===== src/rtl/decode_stage.sv =====
// decode_stage
// Instruction decode stage sitting directly downstream of instruction memory.
// Owns the 16-entry register file, decodes one 16-bit instruction per cycle
// into an execute-stage bundle, resolves bne/j and reports the redirect to
// fetch, and holds fetch for one cycle on a load-use hazard.
//
// Ports:
//   clk, rst            clock (rising edge), synchronous active-high reset
//   instr_in            instruction word from fetch (op=[15:12] f1 f2 f3)
//   instr_valid         instr_in is valid this cycle
//   wb_en/addr/data     register file write port from writeback
//   stall               hold fetch PC (combinational)
//   be, branch_adr      registered branch enable / target to fetch
//   ex_*                registered execute-stage bundle
//   illegal             registered undefined-opcode flag
//
// Configuration:
//   DECODE_ILLEGAL_OP_EN  when defined, opcodes 8-15 raise illegal and issue
//                         as a bubble; otherwise they decode as nop and
//                         illegal is tied low.

module decode_stage #(
  parameter int DATA_W = 16,
  parameter int NREGS  = 16,
  parameter int ADDR_W = 4
) (
  input  logic              clk,
  input  logic              rst,
  input  logic [15:0]       instr_in,
  input  logic              instr_valid,
  input  logic              wb_en,
  input  logic [ADDR_W-1:0] wb_addr,
  input  logic [DATA_W-1:0] wb_data,
  output logic              stall,
  output logic              be,
  output logic [ADDR_W-1:0] branch_adr,
  output logic              ex_valid,
  output logic [3:0]        ex_op,
  output logic [ADDR_W-1:0] ex_rd,
  output logic [DATA_W-1:0] ex_a,
  output logic [DATA_W-1:0] ex_b,
  output logic [DATA_W-1:0] ex_imm,
  output logic              ex_mem_rd,
  output logic              ex_mem_wr,
  output logic              ex_reg_wr,
  output logic              illegal
);

  typedef enum logic [3:0] {
    OP_NOP  = 4'd0,
    OP_ADDI = 4'd1,
    OP_SUB  = 4'd2,
    OP_AND  = 4'd3,
    OP_LW   = 4'd4,
    OP_SW   = 4'd5,
    OP_BNE  = 4'd6,
    OP_J    = 4'd7
  } opcode_e;

  logic [DATA_W-1:0] regs [NREGS];
  logic              squash;

  logic [3:0]        op;
  logic [ADDR_W-1:0] f1, f2, f3;
  logic [DATA_W-1:0] rd_f1, rd_f2, rd_f3;
  logic [DATA_W-1:0] imm_ext;
  logic              uses_f1, uses_f2, uses_f3;
  logic              load_use;
  logic              accept;
  logic              taken;
  logic              defined_op;

  logic              nxt_valid;
  logic [3:0]        nxt_op;
  logic [ADDR_W-1:0] nxt_rd;
  logic [DATA_W-1:0] nxt_a, nxt_b, nxt_imm;
  logic              nxt_mem_rd, nxt_mem_wr, nxt_reg_wr;
`ifdef DECODE_ILLEGAL_OP_EN
  logic              nxt_illegal;
`endif

  assign op      = instr_in[15:12];
  assign f1      = instr_in[11:8];
  assign f2      = instr_in[7:4];
  assign f3      = instr_in[3:0];
  assign imm_ext = {{(DATA_W-4){1'b0}}, instr_in[3:0]};

  // Read ports: r0 is hard zero, and a same-cycle writeback to the read
  // index is forwarded so decode never sees a stale value.
  assign rd_f1 = (f1 == '0) ? '0 : (wb_en && wb_addr == f1) ? wb_data : regs[f1];
  assign rd_f2 = (f2 == '0) ? '0 : (wb_en && wb_addr == f2) ? wb_data : regs[f2];
  assign rd_f3 = (f3 == '0) ? '0 : (wb_en && wb_addr == f3) ? wb_data : regs[f3];

  // Which instruction fields are register sources; used only for hazards.
  assign uses_f1 = (op == OP_SW) || (op == OP_BNE);
  assign uses_f2 = (op == OP_ADDI) || (op == OP_SUB) || (op == OP_AND) ||
                   (op == OP_LW)   || (op == OP_SW)  || (op == OP_BNE);
  assign uses_f3 = (op == OP_SUB) || (op == OP_AND);

  // A load in execute whose result the incoming instruction needs cannot be
  // forwarded in time, so fetch is held while a bubble goes down. The bubble
  // clears ex_valid, which ends the stall after exactly one cycle. An
  // instruction that is about to be squashed never needs to wait.
  assign load_use = ex_valid && ex_mem_rd && (ex_rd != '0) && instr_valid &&
                    ((uses_f1 && f1 == ex_rd) ||
                     (uses_f2 && f2 == ex_rd) ||
                     (uses_f3 && f3 == ex_rd));
  assign stall    = !rst && !squash && load_use;

  assign accept     = instr_valid && !stall && !squash;
  assign defined_op = (op != OP_NOP) && !op[3];
  assign taken      = accept && ((op == OP_J) || (op == OP_BNE && rd_f1 != rd_f2));

  // Build the next execute bundle; anything not accepted becomes a bubble
  // with every field cleared.
  always_comb begin
    nxt_valid  = 1'b0;
    nxt_op     = '0;
    nxt_rd     = '0;
    nxt_a      = '0;
    nxt_b      = '0;
    nxt_imm    = '0;
    nxt_mem_rd = 1'b0;
    nxt_mem_wr = 1'b0;
    nxt_reg_wr = 1'b0;
`ifdef DECODE_ILLEGAL_OP_EN
    nxt_illegal = 1'b0;
`endif
    if (accept) begin
      nxt_valid = 1'b1;
      if (defined_op) begin
        nxt_op  = op;
        nxt_rd  = f1;
        nxt_imm = imm_ext;
      end
      case (op)
        OP_NOP: ;
        OP_ADDI: begin
          nxt_a      = rd_f2;
          nxt_reg_wr = 1'b1;
        end
        OP_SUB, OP_AND: begin
          nxt_a      = rd_f2;
          nxt_b      = rd_f3;
          nxt_reg_wr = 1'b1;
        end
        OP_LW: begin
          nxt_a      = rd_f2;
          nxt_mem_rd = 1'b1;
          nxt_reg_wr = 1'b1;
        end
        OP_SW: begin
          nxt_a      = rd_f2;
          nxt_b      = rd_f1;
          nxt_mem_wr = 1'b1;
        end
        OP_BNE: begin
          nxt_a = rd_f2;
          nxt_b = rd_f1;
        end
        OP_J: ;
        default: begin
`ifdef DECODE_ILLEGAL_OP_EN
          nxt_valid   = 1'b0;
          nxt_illegal = 1'b1;
`else
          nxt_valid   = 1'b1;
`endif
        end
      endcase
    end
  end

  // Register file, squash flag, branch redirect and execute bundle. Reset
  // clears everything, which also drops any stalled or squashed instruction.
  always_ff @(posedge clk) begin
    if (rst) begin
      for (int i = 0; i < NREGS; i++) regs[i] <= '0;
      squash     <= 1'b0;
      be         <= 1'b0;
      branch_adr <= '0;
      ex_valid   <= 1'b0;
      ex_op      <= '0;
      ex_rd      <= '0;
      ex_a       <= '0;
      ex_b       <= '0;
      ex_imm     <= '0;
      ex_mem_rd  <= 1'b0;
      ex_mem_wr  <= 1'b0;
      ex_reg_wr  <= 1'b0;
    end else begin
      if (wb_en && wb_addr != '0) regs[wb_addr] <= wb_data;
      squash     <= taken;
      be         <= taken;
      branch_adr <= taken ? f3 : '0;
      ex_valid   <= nxt_valid;
      ex_op      <= nxt_op;
      ex_rd      <= nxt_rd;
      ex_a       <= nxt_a;
      ex_b       <= nxt_b;
      ex_imm     <= nxt_imm;
      ex_mem_rd  <= nxt_mem_rd;
      ex_mem_wr  <= nxt_mem_wr;
      ex_reg_wr  <= nxt_reg_wr;
    end
  end

`ifdef DECODE_ILLEGAL_OP_EN
  // Undefined-opcode flag, aligned with the bubble issued in its place.
  always_ff @(posedge clk) begin
    if (rst) illegal <= 1'b0;
    else     illegal <= nxt_illegal;
  end
`else
  assign illegal = 1'b0;
`endif

endmodule


===== config.mk =====
export PLATFORM = sky130hd
export DESIGN_NAME = decode_stage
export DESIGN_NICKNAME = d
export VERILOG_FILES = /design/src/rtl/decode_stage.sv
export SDC_FILE = /design/constraint.sdc
export NUM_CORES = 1
export LEC_CHECK = 0
export ABC_CLOCK_PERIOD_IN_PS = 3070
export CELL_PAD_IN_SITES_DETAIL_PLACEMENT = 2
export CELL_PAD_IN_SITES_GLOBAL_PLACEMENT = 2
export CORE_MARGIN = 4
export CORE_UTILIZATION = 40
export DETAILED_ROUTE_END_ITERATION = 12
export MAX_ROUTING_LAYER = met4
export PLACE_DENSITY_LB_ADDON = 0.3
export SETUP_SLACK_MARGIN = 0.15
export SKIP_CTS_REPAIR_TIMING = 1
export SYNTH_ARGS = -nofsm -noshare
export SYNTH_HDL_FRONTEND = slang
export SYNTH_SLANG_ARGS = --single-unit

===== constraint.sdc =====
create_clock -name clk -period 3.07 [get_ports clk]
set_input_delay 0.614 -clock clk [delete_from_list [all_inputs] [get_ports clk]]
set_output_delay 0.614 -clock clk [all_outputs]
set_load 0.1 [all_outputs]

==> metrics.txt <==
register area share after synthesis=47.77%; nets=1,600; Max Cap Viol=0; CP arrival=between 3 and 4 ns; number of synthesized flops with an enable pin=approximately 260; initial antenna violation count=2; Worst-path clk slew=0.07 ns; Peak VDD IR=between 300 and 400 uV; Die Ht=approximately 220 um; final instance area=between 0.02 and 0.025 mm^2; row cnt=78; final hold viol count=0; Chip Width=around 220 um; Top-Level Pins=107; failing checks=setup timing; Primary FF master, synth=edfxtp_1; Static Leakage=8.654 nW; Clk Latency, worst-skew pair=just under 0.6 ns; Detailed Place HPWL=between 50 and 60 mm; cell area after synthesis=around 0.018 mm^2; first-pass GRT wire length=roughly 110 mm; vias in the first global route=roughly 15,000; post-route setup slack=-0.08390 ns; drt total wl=84.97 mm; DRT Pass-1 Iters=5; placed insts=about 2,100; Placer Congestion=around 0.89; Port Buf Inserts=just over 90; crit share post-route=102.7%; synth unique cells=a little over 60; crit end category=flip-flop; CP cell instances=buf_4 -> buf_12 -> buf_4 -> mux4_2 -> mux4_2 -> a22o_1 -> xnor2_1 -> nand4_1 -> nor4_4 -> buf_4 -> a21oi_1; Max Transition Viols Final=0; layout cells sized above 1=between 30% and 40%; Initial Util=around two fifths; status=complete, but fails checks; Avg WL per Cell=around 39 um; CTS HTree Levels=2; core area=0.04528 mm^2; root buf cell=clkbuf_16; slew at the pin closest to its max-slew limit=about 1.3 ns; CP Max Fanout=13; GR Overflow Total=0; max incr delay on CP=around 0.56 ns; DR vias=around 15,000; register bit count reported by yosys=~310; Via density=6.654; most frequent CP cell=buf_4; Rel. slew slack=about 12%; CP max-delay cell=mux4_2; Final Critical Period=3.154 ns; final hold slack=about 0.4 ns; mean post-synth cell area=around 14 um^2; Routed Antenna Nets=0; final core occ=around 51%; placed cell area=between 0.02 and 0.025 mm^2; final cell count without fillers=roughly 2,200; critical path class=primary input to flip-flop; worst min path class=primary input to flip-flop; total clock sinks=approximately 310; Die Footprint=~0.049 mm^2; Synth-to-Final Area Change=26.00%; Post-synth ARST share=0%; CTS tree=done; clock buffer count from CTS=38; largest net degree at the start of global routing=35; Crit path required time=~3.5 ns; Ys Warns=0; GRT Util Overall=32.96%; post-route clock skew=between 0.03 and 0.04 ns; Finish-stage setup viols=1; number of DRC violations after detailed-routing iteration 0=between 2,000 and 2,500; DRC Markers=0; startpoint class of the critical path=primary input; Bufs on Longest Clock Path=3; fmax=317.1 MHz; Mapped Cells=around 1,300; Cell Pwr Density=about 530 mW/mm^2
-- worst paths after layout --
| check | start | slack, ns | endpoint | cells after the start |
|---|---|---|---|---|
| worst max-delay path | instr_in[8] | -0.08 | branch_adr[1] | 11 |
| worst min-delay path | rst | 0.39 | regs[0][3] | 1 |
| worst max register to register | regs[2][2] | 0.04 | branch_adr[1] | 8 |
| worst min register to register | squash | 0.97 | ex_valid | 4 |
-- sequential cells by signal, summed over array words and instances (netlist names) --
signal / flops
ex_a: 16
ex_mem_wr: 1
branch_adr: 4
ex_b: 16
ex_reg_wr: 1
ex_op: 4
squash: 1
ex_rd: 4
ex_imm: 4
ex_mem_rd: 1
regs: 256
ex_valid: 1
-- cell families (layout without fill, tap and decap cells) --
logic type      count (synthesis)  count (layout)  share of synthesized area (%)
compound gates                110             110                          4.345
xor+xnor                       39              39                          1.865
flops                         309             309                          47.77
other cells                     1              31                        0.02048
simple gates                  433             433                          13.79
buf+inv                       138             418                          3.778
mux                           251             251                          28.43
-- cell usage after synthesis, types with 5 or more instances --
cell type	count	area, um^2
edfxtp_1	256	7687
and2_1	253	1583
mux4_2	191	4302
clkbuf_1	74	277.8
dfxtp_1	53	1061
nor2_1	51	191.4
mux2i_1	33	330.3
nand2_1	30	112.6
xnor2_1	25	219.0
a21oi_1	22	110.1
buf_2	20	100.1
a22o_1	19	166.4
a22oi_1	19	142.6
buf_4	19	142.6
mux4_1	18	473.0
or2_2	18	112.6
o22ai_1	17	106.4
xor2_1	14	122.6
and3_1	12	75.07
nor3_1	11	55.05
buf_1	10	37.54
nand4_1	10	62.56
mux2_2	9	101.4
nand3_1	9	45.04
nor2b_1	9	56.30
nand2b_1	7	43.79
buf_6	6	67.56
inv_1	5	18.77
nor4_1	5	31.28
-- per-layer routing --
metal  part of all wire (%)  GRT usage [%]  wire length, um
met1                     36          38.94            30400
met2                     49          55.62            42010
met3                    8.3          6.011             7083
met4                    6.4          14.31             5475
met5                      0              -                0
-- metrics by stage --
stage	setup TNS [ns]	setup slack (ns)	total power, mW
final	-0.08390	-0.08390	12.20
after global routing	-0.07753	-0.06221	12.48
after CTS	-1.383	-0.2482	12.03
after detailed placement	-6.966	-0.8027	7.357
after global placement	-3.854	-0.6368	7.223
after floorplan	0	0.01301	6.321
-- layout by cell type (no fill, tap or decap), drive strengths merged, types with 3 or more instances in the layout --
cell / n
a22o: 19
nor3: 12
mux2: 9
nor4: 6
nor2: 51
nor3b: 3
mux4: 209
clkbuf: 52
and2: 253
a211oi: 3
nand2b: 7
inv: 10
mux2i: 33
edfxtp: 256
dfxtp: 53
clkinv: 12
a21oi: 22
xnor2: 25
a221oi: 3
or3: 3
or2: 18
o22ai: 17
xor2: 14
nor2b: 9
o211ai: 3
dlymetal6s2s: 7
a22oi: 22
nand3: 9
and3: 12
conb: 30
nand4: 10
bufinv: 3
nand2: 30
clkdlybuf4s50: 24
o21ai: 4
buf: 310
-- worst max-delay path, delay by kind of cell --
| family | cells | cell delay [ns] |
|---|---|---|
| muxes | 2 | 1.06 |
| buffers and inverters | 4 | 0.78 |
| and+or+nand+nor | 2 | 0.49 |
| AOI/OAI and AO/OA | 2 | 0.39 |
| xor gates and xnor gates | 1 | 0.24 |
-- report_power, final --
| group | switching [mW] | total [mW] | internal (mW) |
|---|---|---|---|
| clock network | 2.01 | 4.74 | 2.73 |
| logic | 1.38 | 2.47 | 1.09 |
| registers | 0.225 | 5.00 | 4.77 |
| total | 3.61 | 12.2 | 8.59 |
-- cell type report --
| class | instances | area (um^2) |
|---|---|---|
| Sequential cell | 309 | 8753 |
| Antenna cell | 1 | 2.502 |
| Inverter | 7 | 26.28 |
| Tap cell | 600 | 750.7 |
| Timing Repair Buffer | 341 | 3166 |
| Fill cell | 4172 | 22210 |
| Clock buffer | 52 | 1077 |
| Multi-Input combinational cell | 863 | 9115 |
| Clock inverter | 18 | 183.9 |
(Power assumes the default switching activity.)
